**config.mk**
```make
export PLATFORM = sky130hd
export DESIGN_NAME = cache_ctrl_assoc
export DESIGN_NICKNAME = d
export VERILOG_FILES = /design/src/rtl/cache_ctrl_assoc.sv
export SDC_FILE = /design/constraint.sdc
export NUM_CORES = 1
export LEC_CHECK = 0
export ABC_AREA = 1
export BUFFER_PORTS_ARGS = -buffer_cell sky130_fd_sc_hd__buf_2
export CAP_MARGIN = 20
export CORE_MARGIN = 5
export CORE_UTILIZATION = 30
export DETAILED_ROUTE_END_ITERATION = 7
export REMOVE_ABC_BUFFERS = 1
export SETUP_SLACK_MARGIN = 0.02
export SYNTH_ARGS = -nofsm -noshare
export SYNTH_HDL_FRONTEND = slang
export SYNTH_SLANG_ARGS = --single-unit
```
**constraint.sdc**
```tcl
create_clock -name clk -period 1.5 [get_ports clk]
set_input_delay 0.075 -clock clk [delete_from_list [all_inputs] [get_ports clk]]
set_output_delay 0.075 -clock clk [all_outputs]
set_load 0.1 [all_outputs]
```
**src/rtl/cache_ctrl_assoc.sv**
```systemverilog
// Set-associative, multi-word-line cache controller: hit completion, dirty write-back, pipelined fill, install.
// Define CACHE_LRU_EN (WAYS=2) for per-set LRU replacement; otherwise a single toggling victim flop is used.
module cache_ctrl_assoc #(
    parameter int WAYS    = 2,
    parameter int WORDS   = 4,
    parameter int MEM_LAT = 2,
    parameter int SETS    = 256,
    localparam int OFFW   = $clog2(WORDS),
    localparam int IDXW   = $clog2(SETS)
) (
    input  logic            clk,
    input  logic            rst_n,
    input  logic            req_rd,
    input  logic            req_wr,
    input  logic [IDXW-1:0] index,
    input  logic [WAYS-1:0] hit,
    input  logic [WAYS-1:0] valid,
    input  logic [WAYS-1:0] dirty,
    input  logic            cache_err,
    input  logic            mem_err,
    input  logic            mem_stall,
    output logic            comp,
    output logic            cache_wr,
    output logic [WAYS-1:0] way_en,
    output logic [OFFW-1:0] word_sel,
    output logic            fill_sel,
    output logic            mem_rd,
    output logic            mem_wr,
    output logic [OFFW-1:0] mem_word,
    output logic            stall,
    output logic            done,
    output logic            cache_hit,
    output logic            err
);

    typedef enum logic [2:0] {
        ST_IDLE    = 3'd0,
        ST_HIT     = 3'd1,
        ST_WB      = 3'd2,
        ST_FILL    = 3'd3,
        ST_INSTALL = 3'd4,
        ST_DONE    = 3'd5,
        ST_ERR     = 3'd6
    } state_t;

    function automatic logic [WAYS-1:0] way_onehot(input logic v);
        logic [WAYS-1:0] oh;
        for (int w = 0; w < WAYS; w++) begin
            oh[w] = (v == 1'(w));
        end
        return oh;
    endfunction

    state_t             state_r;
    logic [OFFW-1:0]    wb_cnt_r;
    logic [OFFW-1:0]    ret_cnt_r;
    logic [OFFW:0]      iss_cnt_r;
    logic [MEM_LAT-1:0] inflight_r;
    logic [MEM_LAT:0]   inflight_shift_s;
    logic               vic_r;
    logic               vic_s;
    logic               repl_s;
    logic               vic_dirty_s;
    logic [WAYS-1:0]    vic_oh_s;
    logic [WAYS-1:0]    hv_s;
    logic               req_s;
    logic               conflict_s;
    logic               err_in_s;
    logic               hit_any_s;
    logic               rd_acc_s;
    logic               wr_acc_s;
    logic               ret_s;
    logic               miss_upd_s;

    assign req_s            = req_rd | req_wr;
    assign conflict_s       = req_rd & req_wr;
    assign err_in_s         = cache_err | mem_err;
    assign hv_s             = hit & valid;
    assign hit_any_s        = |hv_s;
    assign vic_oh_s         = way_onehot(vic_r);
    assign vic_dirty_s      = |(way_onehot(vic_s) & valid & dirty);
    assign rd_acc_s         = (state_r == ST_FILL) && !iss_cnt_r[OFFW] && !mem_stall;
    assign wr_acc_s         = (state_r == ST_WB) && !mem_stall;
    assign ret_s            = (state_r == ST_FILL) && inflight_r[MEM_LAT-1];
    assign inflight_shift_s = {inflight_r, rd_acc_s};
    assign miss_upd_s       = (state_r == ST_DONE) && !err_in_s;

    // Victim choice: lowest invalid way wins, otherwise the replacement pick.
    always_comb begin
        vic_s = repl_s;
        for (int w = WAYS - 1; w >= 0; w--) begin
            vic_s = valid[w] ? vic_s : 1'(w);
        end
    end

`ifdef CACHE_LRU_EN
    logic [SETS-1:0] lru_r;
    logic            hit_upd_s;

    assign hit_upd_s = (state_r == ST_IDLE) && req_s && !conflict_s && !err_in_s && hit_any_s;
    assign repl_s    = (WAYS == 2) ? lru_r[index] : 1'b0;

    // Per-set LRU bit names the way to evict next.
    always_ff @(posedge clk or negedge rst_n) begin
        if (!rst_n) begin
            lru_r <= {SETS{1'b0}};
        end else if (hit_upd_s) begin
            lru_r[index] <= hv_s[0];
        end else if (miss_upd_s) begin
            lru_r[index] <= ~vic_r;
        end
    end
`else
    logic flip_r;
    logic unused_index_s;

    assign unused_index_s = ^index;
    assign repl_s         = (WAYS == 2) ? flip_r : 1'b0;

    // Global victim flop alternates after every completed miss.
    always_ff @(posedge clk or negedge rst_n) begin
        if (!rst_n) begin
            flip_r <= 1'b0;
        end else if (miss_upd_s) begin
            flip_r <= ~flip_r;
        end
    end
`endif

    // Sequencing state, beat counters and the in-flight read pipeline.
    always_ff @(posedge clk or negedge rst_n) begin
        if (!rst_n) begin
            state_r    <= ST_IDLE;
            wb_cnt_r   <= {OFFW{1'b0}};
            ret_cnt_r  <= {OFFW{1'b0}};
            iss_cnt_r  <= {(OFFW+1){1'b0}};
            inflight_r <= {MEM_LAT{1'b0}};
            vic_r      <= 1'b0;
        end else if (err_in_s || (state_r == ST_IDLE && conflict_s)) begin
            state_r    <= ST_ERR;
            wb_cnt_r   <= {OFFW{1'b0}};
            ret_cnt_r  <= {OFFW{1'b0}};
            iss_cnt_r  <= {(OFFW+1){1'b0}};
            inflight_r <= {MEM_LAT{1'b0}};
        end else begin
            case (state_r)
                ST_IDLE: begin
                    wb_cnt_r   <= {OFFW{1'b0}};
                    ret_cnt_r  <= {OFFW{1'b0}};
                    iss_cnt_r  <= {(OFFW+1){1'b0}};
                    inflight_r <= {MEM_LAT{1'b0}};
                    if (req_s) begin
                        if (hit_any_s) begin
                            state_r <= ST_HIT;
                        end else begin
                            vic_r   <= vic_s;
                            state_r <= vic_dirty_s ? ST_WB : ST_FILL;
                        end
                    end
                end
                ST_HIT: state_r <= ST_IDLE;
                ST_WB: begin
                    if (wr_acc_s) begin
                        wb_cnt_r <= wb_cnt_r + 1'b1;
                        if (wb_cnt_r == OFFW'(WORDS - 1)) state_r <= ST_FILL;
                    end
                end
                ST_FILL: begin
                    inflight_r <= inflight_shift_s[MEM_LAT-1:0];
                    if (rd_acc_s) iss_cnt_r <= iss_cnt_r + 1'b1;
                    if (ret_s) begin
                        ret_cnt_r <= ret_cnt_r + 1'b1;
                        if (ret_cnt_r == OFFW'(WORDS - 1)) state_r <= ST_INSTALL;
                    end
                end
                ST_INSTALL: state_r <= ST_DONE;
                ST_DONE:    state_r <= ST_IDLE;
                ST_ERR:     state_r <= ST_IDLE;
                default:    state_r <= ST_IDLE;
            endcase
        end
    end

    // Output decode; reset blanks everything without waiting for a clock.
    always_comb begin
        comp      = 1'b0;
        cache_wr  = 1'b0;
        way_en    = {WAYS{1'b0}};
        word_sel  = {OFFW{1'b0}};
        fill_sel  = 1'b0;
        mem_rd    = 1'b0;
        mem_wr    = 1'b0;
        mem_word  = {OFFW{1'b0}};
        stall     = 1'b0;
        done      = 1'b0;
        cache_hit = 1'b0;
        err       = 1'b0;
        if (rst_n) begin
            case (state_r)
                ST_IDLE: begin
                    if (req_s && !conflict_s) begin
                        comp     = 1'b1;
                        cache_wr = req_wr;
                        way_en   = hv_s;
                    end else begin
                        comp = 1'b0;
                    end
                end
                ST_HIT: begin
                    done      = 1'b1;
                    cache_hit = 1'b1;
                end
                ST_WB: begin
                    way_en   = vic_oh_s;
                    word_sel = wb_cnt_r;
                    mem_word = wb_cnt_r;
                    mem_wr   = !mem_stall;
                    stall    = 1'b1;
                end
                ST_FILL: begin
                    stall    = 1'b1;
                    mem_rd   = !iss_cnt_r[OFFW] && !mem_stall;
                    mem_word = iss_cnt_r[OFFW-1:0];
                    if (ret_s) begin
                        cache_wr = 1'b1;
                        fill_sel = 1'b1;
                        way_en   = vic_oh_s;
                        word_sel = ret_cnt_r;
                    end else begin
                        fill_sel = 1'b0;
                    end
                end
                ST_INSTALL: begin
                    comp     = 1'b1;
                    way_en   = vic_oh_s;
                    cache_wr = req_wr;
                    stall    = 1'b1;
                end
                ST_DONE: done = 1'b1;
                ST_ERR: begin
                    err  = 1'b1;
                    done = 1'b1;
                end
                default: done = 1'b0;
            endcase
        end else begin
            done = 1'b0;
        end
    end

endmodule

```
==> impl_results.md <==
- Pre-CTS setup slack: about 0.035 ns
- Worst reg2reg setup slack: -0.08 ns
- Initial antenna violation count: 0
- Clk_lat worst skew: 0.28 ns
- Grt ovf: 0
- First-pass GRT wire length: roughly 5.2 mm
- WL/cell: 12.3 µm
- Failing checks: setup timing
- WP data arrival: 1.65 ns
- Worst Setup End Kind: output port
- Sequential Power Share: 20.5%
- CP endpoint: way_en[1]
- CTS H-tree depth: 1
- Most frequent cells in the layout: nand2_1, inv_1, buf_12, buf_4
- Relative slew slack: 39.8%
- Chip width: 69.6 µm
- P&R area growth vs syn: 84.2%
- FF-to-FF path depth: 11
- Tot GR Track Use: 13.0%
- Unique cell type count in the Yosys netlist: 22
- Fraction of the cycle the final worst path needs: 115%
- Max Freq: 578 MHz
- Fin util: between 50% and 60%
- Slew Limit Fails: 0
- Port bufs: 27
- Clock slew at reported path FFs: roughly 0.090 ns
- Unrepaired setup endpoints after global routing: yes
- Top cells by area, synth: dfrtp_1, nand2_1, ha_1, inv_1, nor2_1
- Mapped Area: approximately 1100 µm²
- Post-route setup slack: -0.230 ns
- Die area: approximately 4900 µm²
- Launch point of the worst reg-to-reg path: state_r[2]$_DFFE_PN0P_
- Vias/cell: 4.78
- Vias in the first global route: between 1k and 1.5k
- Gate power share: just under 70%
- Filler Cell Count: 270
- Clk_skew: roughly 0.0034 ns
- Yosys top cell area share: 32.8%
- CTS Buf Count: 3
- CTS Sinks: 14
- CTS root buffer: clkbuf_4
- Outcome: finished with violations
- Placer's final routability congestion estimate: 0.861
- Row cnt: 21
- Final setup vio count: 16
- Die Ht: 69.6 µm
- # IOs: 36
- Internal power: approximately 1.2 mW
- VDD IR-drop max: 0.000439 V
- YS warnings: 0
- Clock network fraction of total power: 11.6%
- LEAKAGE: 0.929 nW
- DRC viols: 0
- Synthesis-stage register bit count: 14
- Fin crit period: around 1.7 ns
- Pwr Density: between 1000 and 1500 nW/µm²
- Category of the most critical setup path: reg2out
- Core area: 3390 µm²
- Avg Cell Area, Syn: 6.84 µm²
- Most common cell after layout, fill and taps aside: nand2_1
- Sequential area share after synthesis: ~33%
- Total Routed Length: 3.15 mm
- Cells after synthesis: 156
- Worst setup startpoint: state_r[1]$_DFFE_PN0P_
- Final Net Count: 237
- Worst-Margin Slew: 0.902 ns
- Max clock buf depth: 2
- Final count of hold timing violations: 0
- Hpwl dp: around 2.2 mm
- CP Launch Type: register
- DRT antenna net count: 0
- TritonCTS clock tree: built
- Share of layout cells above drive strength 1: 51.2%
- Worst Path Max Fanout: 5
- First drt pass iteration count: 4
- Area leader, netlist: dfrtp_1
- 1st-iter DRT viols: 72
- Initial Util: 31.5%
- P_sw: 1.18 mW
- Ant. Diodes: 0
- Vias: between 1k and 1.5k
- Switching Share: 49.7%
- Critical path data required time: 1.42 ns
- Max-cap violations: 0
- Worst hold path class: in2reg
- Largest net degree at the start of global routing: 17
- Worst R2R End: state_r[0]$_DFFE_PN0P_
synth_stat cells, drive strengths merged:
master   n
nand3   10
nand4    6
o31ai    1
nand2   41
o21ai    9
ha       6
xnor2    1
nor2    26
o22ai    3
a21oi   10
inv     24
xor2     1
nor3     3
clkbuf   1
dfrtp   14
through the flow:
step | instance area, µm² | hold slack, ns | total power [mW] | setup TNS (ns) | std cells
floorplan | 1060 | -0.221 | 1.21 | -11.11 | 155
global placement | 1560 | 0.0442 | 1.63 | 0 | 238
detailed placement | 1560 | 0.0432 | 1.63 | 0 | 238
CTS | 1820 | 0.0759 | 2.17 | -2.06 | 251
global route | 1970 | 0.117 | 2.50 | -3.46 | 255
finish | 1970 | 0.0847 | 2.38 | -2.08 | 255
worst min path at each step:
stage                   from                  endpoint  slack [ns]  cells past startpoint
floorplan              rst_n        flip_r$_DFFE_PN0P_       -0.22                      0
global placement       rst_n  iss_cnt_r[0]$_DFFE_PN0P_        0.04                      2
detailed placement     rst_n  iss_cnt_r[0]$_DFFE_PN0P_        0.04                      2
CTS                 valid[0]         vic_r$_DFFE_PN0P_        0.08                      3
global route        valid[0]         vic_r$_DFFE_PN0P_        0.12                      3
finish              valid[0]         vic_r$_DFFE_PN0P_        0.08                      3
logic make-up (layout without fill, tap and decap cells):
| family | after synthesis | after routing | synth area share, % |
|---|---|---|---|
| and+or+nand+nor | 86 | 86 | 37.9 |
| AOI/OAI and AO/OA | 23 | 23 | 11.8 |
| xor gates and xnor gates | 2 | 2 | 1.64 |
| DFF | 14 | 14 | 32.8 |
| adders and majority gates | 6 | 6 | 7.03 |
| buffers and inverters | 25 | 78 | 8.79 |
routing by layer:
metal	vias to the layer above	share of wire, %	GRT usage, %
li1	611	-	-
met1	583	41	15.4
met2	18	55	23.2
met3	6	3.1	3.62
met4	0	1.2	3.19
met5	-	0	0
flip-flops by register name, summed over array words and instances, names as in the netlist:
register,count
flip_r,1
inflight_r,2
iss_cnt_r,3
ret_cnt_r,2
state_r,3
vic_r,1
wb_cnt_r,2
power by group through the flow:
stage	sequential (mW)	combinational, mW	clock, mW
after global routing	0.498	1.70	0.299
after CTS	0.484	1.40	0.284
final	0.489	1.62	0.277
after global placement	0.483	1.14	0
after floorplan	0.477	0.731	0
after detailed placement	0.483	1.15	0
critical path, stage by stage (launching register included):
cell and delay, ns:
dfrtp_2 0.45, nand2_2 0.09, inv_2 0.06, buf_6 0.12
nand2_8 0.10, nand2_8 0.07, o21ai_2 0.15, o21ai_2 0.07
nand2_1 0.07, inv_2 0.04, buf_12 0.15
timing repair:
action / CTS / global route
hold buffers: 1 / 0
buffers inserted: 9 / 5
resized for setup: 42 / 30
setup endpoints to repair: 14 / 23
pin swaps: 15 / 15
gates cloned: 0 / 0
endpoints found under the hold margin: 14 / 0
area by class of cell:
cell class | instances | area [µm²] | area share (%)
timing repair buffer | 50 | 562 | 28.6
tap | 46 | 57.6 | 2.93
inverter | 24 | 100 | 5.09
clock buffer | 4 | 36.3 | 1.85
multi-input combinational | 117 | 857 | 43.6
sequential | 14 | 353 | 18.0
Note: power is estimated with default switching activity, not from simulation.
